<file path="config.mk">
export PLATFORM = sky130hd
export DESIGN_NAME = gate_sweep_ctrl
export DESIGN_NICKNAME = d
export VERILOG_FILES = /design/src/rtl/gate_sweep_ctrl.sv
export SDC_FILE = /design/constraint.sdc
export NUM_CORES = 1
export LEC_CHECK = 0
export CAP_MARGIN = 15
export CORE_UTILIZATION = 40
export CTS_BUF_LIST = sky130_fd_sc_hd__clkbuf_16
export CTS_CLUSTER_SIZE = 40
export DETAILED_ROUTE_END_ITERATION = 16
export PLACE_DENSITY = 0.64
export SETUP_SLACK_MARGIN = 0.05
export SLEW_MARGIN = 5
export SYNTH_ARGS = -nofsm -noshare
export SYNTH_HDL_FRONTEND = slang
export SYNTH_SLANG_ARGS = --single-unit
</file>
<file path="constraint.sdc">
create_clock -name clk -period 5.5 [get_ports clk]
set_clock_uncertainty 0.05 [all_clocks]
set_input_delay 1.1 -clock clk [delete_from_list [all_inputs] [get_ports clk]]
set_output_delay 1.1 -clock clk [all_outputs]
set_load 0.03 [all_outputs]
</file>
<file path="src/rtl/gate_sweep_ctrl.sv">
// Sequences all eight input vectors into a 3-input NAND under test and checks the fed-back output.
// Build option: SWEEP_STOP_ON_FAIL_EN ends the sweep at the first mismatching vector.
module gate_sweep_ctrl #(
  parameter int unsigned SETTLE = 2
) (
  input  logic       clk,
  input  logic       rst,
  input  logic       start,
  output logic       in1,
  output logic       in2,
  output logic       in3,
  input  logic       out_fb,
  output logic       busy,
  output logic       done,
  output logic       pass,
  output logic [3:0] err_count,
  output logic [2:0] fail_vec
);

  typedef enum logic [2:0] {
    IDLE   = 3'd0,
    APPLY  = 3'd1,
    WAIT   = 3'd2,
    SAMPLE = 3'd3,
    DONE   = 3'd4
  } state_e;

  state_e     state_q;
  logic [2:0] vec_q;
  logic [2:0] drv_q;
  logic [3:0] cnt_q;
  logic [3:0] err_q;
  logic [2:0] fv_q;
  logic       busy_q;
  logic       done_q;
  logic       pass_q;

  logic       expect_bit;
  logic       mismatch;
  logic       finish;
  logic [3:0] err_d;

  assign expect_bit = ~&vec_q;
  // Exact compare so an undriven or unknown feedback never counts as a match.
  assign mismatch   = (out_fb !== expect_bit);
  assign err_d      = err_q + {3'b000, mismatch};

`ifdef SWEEP_STOP_ON_FAIL_EN
  assign finish = (vec_q == 3'b111) || mismatch;
`else
  assign finish = (vec_q == 3'b111);
`endif

  always_ff @(posedge clk or posedge rst) begin
    if (rst) begin
      state_q <= IDLE;
      vec_q   <= '0;
      drv_q   <= '0;
      cnt_q   <= '0;
      err_q   <= '0;
      fv_q    <= '0;
      busy_q  <= 1'b0;
      done_q  <= 1'b0;
      pass_q  <= 1'b0;
    end else begin
      done_q <= 1'b0;
      case (state_q)
        IDLE: begin
          if (start) begin
            state_q <= APPLY;
            vec_q   <= '0;
            err_q   <= '0;
            fv_q    <= '0;
            pass_q  <= 1'b0;
            busy_q  <= 1'b1;
          end
        end
        APPLY: begin
          drv_q   <= vec_q;
          cnt_q   <= 4'(SETTLE - 1);
          state_q <= WAIT;
        end
        WAIT: begin
          if (cnt_q == '0) state_q <= SAMPLE;
          else             cnt_q   <= cnt_q - 4'd1;
        end
        SAMPLE: begin
          if (mismatch) begin
            err_q <= err_d;
            if (err_q == '0) fv_q <= vec_q;
          end
          // done and pass are raised on DONE entry so they are visible for the whole DONE cycle.
          if (finish) begin
            state_q <= DONE;
            done_q  <= 1'b1;
            pass_q  <= (err_d == '0);
          end else begin
            vec_q   <= vec_q + 3'd1;
            state_q <= APPLY;
          end
        end
        DONE: begin
          busy_q  <= 1'b0;
          state_q <= IDLE;
        end
        default: state_q <= IDLE;
      endcase
    end
  end

  assign {in1, in2, in3} = drv_q;
  assign busy            = busy_q;
  assign done            = done_q;
  assign pass            = pass_q;
  assign err_count       = err_q;
  assign fail_vec        = fv_q;

endmodule

</file>
* Word-level counts from Yosys, hierarchy flattened
Index checks and enable logic that the tools add are counted.
** Word-level totals
- Bits in registers :: 23
- Input bits :: 4
- Output and inout bits :: 13
** Operators by class
- $add $sub $neg :: 3
- Eq/ne operators :: 13
- Mux-type cells :: 22
- Reductions and logical operators :: 16
** Operator list (count)
- two-way mux 3 bit :: 7
- case mux 4 bit (2 select lines) :: 2
- != test 2 bit, second input constant :: 7
- zero test 4 bit :: 3
- two-way mux 4 bit :: 3
- case mux 3 bit (2 select lines) :: 2
- case mux 3 bit (4 select lines) :: 1
- AND reduction 3 bit :: 4
- == test 3 x 2 -> 1 bit, second input constant :: 2
- == test 3 bit, second input constant :: 2
- AND reduction 2 bit :: 3
- nonzero test 2 bit :: 3
- two-way mux 1 bit :: 5
- adder 4 x 1 -> 4 bit :: 1
- case mux 1 bit (2 select lines) :: 2
- AND reduction 4 bit :: 1
- subtractor 4 x 1 -> 4 bit, second input constant :: 1
- adder 3 x 1 -> 3 bit, second input constant :: 1
- == test 3 x 1 -> 1 bit, second input constant :: 1
- zero test 3 bit :: 1
- zero test 1 bit :: 1
- !== test 1 bit :: 1

* Depth between registers and ports, before layout
- Depth in word-level cells :: 7
- Gate-level depth with buffers :: 9
- Gate-level depth less buffers :: 9

* Least setup slack after synthesis
Ideal clock, no wire load.
- Path type :: input -> register
- Start point :: in out_fb
- End point :: reg pass_q, in the netlist pass
- Library setup time :: 0.083 ns
- Arrival time :: 2.129 ns
- Slack :: 3.239 ns
- Stages on the path :: 7
- Path through :: xnor2_2 ha_1 ha_1 xor2_1 nor3_1 nand2_1 o21ai_0
** On the way
- Word-level cells in the longest chain between the ends :: 5
** Ends and longest elaborated chain
- from (decl) :: RTL line 12 : input logic out_fb,
- !== test 1 bit :: RTL line 45 : assign mismatch = (out_fb !== expect_bit);
- adder 4 x 1 -> 4 bit :: RTL line 46 : assign err_d = err_q + {3'b000, mismatch};
- zero test 4 bit :: RTL line 96 : pass_q <= (err_d == '0);
- two-way mux 1 bit :: RTL line 93 : if (finish) begin
- case mux 1 bit (2 select lines) :: RTL line 67 : case (state_q)
- to (signal assigned) :: RTL line 96
- to (decl) :: RTL line 36 : logic pass_q;
No other way between the ends. The select of a mux whose other input is x is not followed.
A chain may end at the register's enable or synchronous reset.

* Worst setup path after layout
Same ends and word-level chain as after synthesis.

==> results_dict.tcl <==
set metrics [dict create \
    cp_num_buf_inv 1 \
    clock.fmax_mhz 384 \
    status "completed" \
    cts_buffer_depth 2 \
    leakagePower_nw 0.667 \
    kind_of_cell_adding_the_most_delay_to_the_critical_path "buffers and inverters" \
    routed_wire_length_per_instance_um 12.7 \
    core.rowCount 19 \
    hold_path_depth 2 \
    p_total_w 0.000812 \
    syn-num-nets 126 \
    finalNetCount 143 \
    final-hold-violation-count 0 \
    clk_transition_reported_paths_ns 0.06 \
    syn_area_per_cell_um2 10.5 \
    grt_setup_unrepaired "false" \
    ir_drop_uv 342 \
    floorplan.core_area_mm2 0.00283 \
    crit_slowest_cell "sky130_fd_sc_hd__clkdlybuf4s50_1" \
    synthesis.yosys.warnings 0 \
    io_pins 17 \
    antenna_diode_instance_count 0 \
    hp-start "drv_q[2]$_DFFE_PP0P_" \
    synth-compound-area-share 0.148 \
    post_synth_inst_count 116 \
    crit_fanout 4 \
    finalSetupTns_ns 0 \
    start_util 0.432 \
    worst_slew_margin_relative_to_its_limit 0.437 \
    period_needed_ns 2.61 \
    critPathMostFrequentCell "sky130_fd_sc_hd__ha_1" \
    grt_start_max_net_pins 24 \
    synthSimpleGateAreaFrac 0.201 \
    number_of_flops_mapped_to_enable_cells_by_yosys 0 \
    timing.critical_path.cells "clkdlybuf4s50_1 > xnor2_2 > ha_1 > ha_1 > xor2_1 > nor3_1 > nand2_1 > o21ai_0" \
    grt_pass1_vias 851 \
    post_cts_resize_count 0 \
    globalRouteTotalUtil 0.146 \
    ctsRootBufferMaster "sky130_fd_sc_hd__clkbuf_16" \
    post-route-period-util 0.474 \
    worst_pin_slew_ns 0.844 \
    synth_fa_ha_area_frac 0.0614 \
    totalWireLength_um 2080 \
    synth_flop_type "sky130_fd_sc_hd__dfrtp_1" \
    crit_path_max_incr_delay_ns 0.44 \
    die_area_mm2 0.00328 \
    worst-setup-path-type "in -> reg" \
    synth.lib_cells_used.distinct 32 \
    critical_path.reg2reg.startpoint "vec_q[0]$_DFFE_PP0P_" \
    stdcell_area_mm2 0.00146 \
    grt_pass1_wl_um 3650 \
    via_count_normalized_by_instance_count 5.24 \
    post_synth_xor_area_fraction 0.0348 \
    h-tree-depth 1 \
    r2r-end "pass$_DFFE_PP0P_" \
    worst_r2r_path_depth 9 \
    synth_sequential_area_ratio 0.471 \
    die_height_um 57.3 \
    min-delay-path-class "reg -> reg" \
    count_of_hold_buffers_inserted_by_post_cts_repair 0 \
    post_synth_mux_area_share 0.0338 \
    clk-insertion-delay-late_ns 0.25 \
    synth_top_family_by_area "simple AND/OR/NAND/NOR gates" \
    synth_seq_cells 23 \
    async_reset_ff_frac 1.00 \
    worst_ep_required_time_ns 5.62 \
    placer_congestion_estimate 0.730 \
    setup.reg_to_reg.worst_slack_ns 3.23 \
    areaGrowthSynthToFinish_pct 19.2 \
    grt_remaining_overflow 0 \
    cts-buffers-inserted 3 \
    hold_end "drv_q[2]$_DFFE_PP0P_" \
    number_of_antenna_violations_at_the_first_check_in_global_routing 0 \
    final-max-slew-violation-count 0 \
    postCtsSetupRepairBufs 0 \
    tritoncts_num_sinks 23 \
    die_w_um 57.3 \
    dr_vias 854 \
    post-route-drc-count 0 \
    place_hpwl_um 1540 \
    whs_ns 0.425 \
    end_kind "flop" \
    drt_pass1_iterations 3 \
    drv.max_cap_violation_count 0 \
    power_density_mw_per_mm2 557 \
    crit_path_start_kind "input pin" \
    place_area_mm2 0.00138 \
    worst_ep_arrival_time_ns 2.73 \
    syn_area_mm2 0.00122 \
    tritoncts_clock_tree "yes" \
    io_buffer_count 16 \
    setup-violations-final 0 \
    drive_above_1_share 0.0833 \
    final_antenna_violating_net_count 0 \
    detailedRoute.firstIterationViolations 27 \
]
==> kinds of logic (layout without fill, tap and decap cells) <==
kind of cell | after synthesis | after routing
buffers and inverters | 8 | 24
XOR/XNOR | 4 | 4
AO/OA/AOI/OAI | 21 | 21
flip-flops | 23 | 23
multiplexers | 4 | 4
adder cells (fa/ha/maj) | 6 | 6
AND/OR/NAND/NOR | 50 | 50
==> layer usage <==
metal,share of wire,track usage,up-vias
met3,0.034,0.0499,2
met2,0.48,0.257,12
met5,0,0,-
met1,0.48,0.169,412
met4,0.0082,0.0418,0
li1,-,-,428
==> flip-flops by register name (all words and copies together) (netlist names) <==
register / count
done: 1
err_count: 4
pass: 1
drv_q: 3
vec_q: 3
busy: 1
fail_vec: 3
cnt_q: 4
state_q: 3
==> worst reg2reg max path, delay by kind of cell, from the launching register on <==
kind / cells / cell delay [ns]
adders and majority gates: 4 / 0.94
AOI/OAI and AO/OA: 1 / 0.15
and+or+nand+nor: 2 / 0.25
xor gates and xnor gates: 2 / 0.40
DFF: 1 / 0.41
==> layout by cell type, fill, tap and decap left out, types with 2 or more instances in the layout <==
master,n
sky130_fd_sc_hd__dfrtp_1,23
sky130_fd_sc_hd__nand2_1,22
sky130_fd_sc_hd__clkdlybuf4s50_1,16
sky130_fd_sc_hd__nor2_1,13
sky130_fd_sc_hd__o21ai_0,8
sky130_fd_sc_hd__ha_1,6
sky130_fd_sc_hd__a22o_1,5
sky130_fd_sc_hd__inv_1,4
sky130_fd_sc_hd__nor3_1,4
sky130_fd_sc_hd__mux2i_1,3
sky130_fd_sc_hd__clkbuf_16,3
sky130_fd_sc_hd__nand2b_1,2
sky130_fd_sc_hd__nand3b_1,2
sky130_fd_sc_hd__xnor2_1,2
sky130_fd_sc_hd__a21oi_1,2
==> synth_stat cells (all sizes together), types with 2 or more instances <==
master	n	area share
a21oi	2	0.0082
a22o	5	0.036
a2bb2oi	2	0.029
buf	2	0.015
clkbuf	2	0.023
dfrtp	23	0.47
ha	6	0.061
inv	4	0.012
mux2i	3	0.025
nand2	22	0.068
nand2b	2	0.010
nand3b	2	0.012
nor2	13	0.040
nor3	4	0.016
o21ai	8	0.033
xnor2	3	0.028
==> how the worst max path moves through the flow <==
stage                start          endpoint  slack, ns  cells after the start
CTS                 out_fb  pass$_DFFE_PP0P_       2.88                      8
global route        out_fb  pass$_DFFE_PP0P_       2.69                      8
floorplan           out_fb  pass$_DFFE_PP0P_       3.24                      7
detailed placement  out_fb  pass$_DFFE_PP0P_       2.63                      8
global placement    out_fb  pass$_DFFE_PP0P_       2.64                      8
finish              out_fb  pass$_DFFE_PP0P_       2.89                      8
==> metrics by stage <==
step | setup slack (ns) | std cells | util
CTS | 2.88 | 163 | 0.515
global placement | 2.64 | 159 | 0.486
global route | 2.69 | 163 | 0.515
detailed placement | 2.63 | 159 | 0.486
finish | 2.89 | 163 | 0.515
floorplan | 3.24 | 116 | -
==> layout make-up <==
class	instances	area, um2
Inverter	4	15.0
Sequential cell	23	576
Clock inverter	1	7.51
Fill cell	258	1370
Clock buffer	3	75.1
Tap cell	31	38.8
Multi-Input combinational cell	85	586
Timing Repair Buffer	16	160
==> power by group <==
| part | switching [W] | total (W) | internal (W) |
|---|---|---|---|
| clock | 0.0000581 | 0.000157 | 0.0000984 |
| sequential | 0.0000664 | 0.000291 | 0.000225 |
| combinational | 0.000202 | 0.000364 | 0.000162 |
Note: power is estimated with default switching activity, not from simulation.
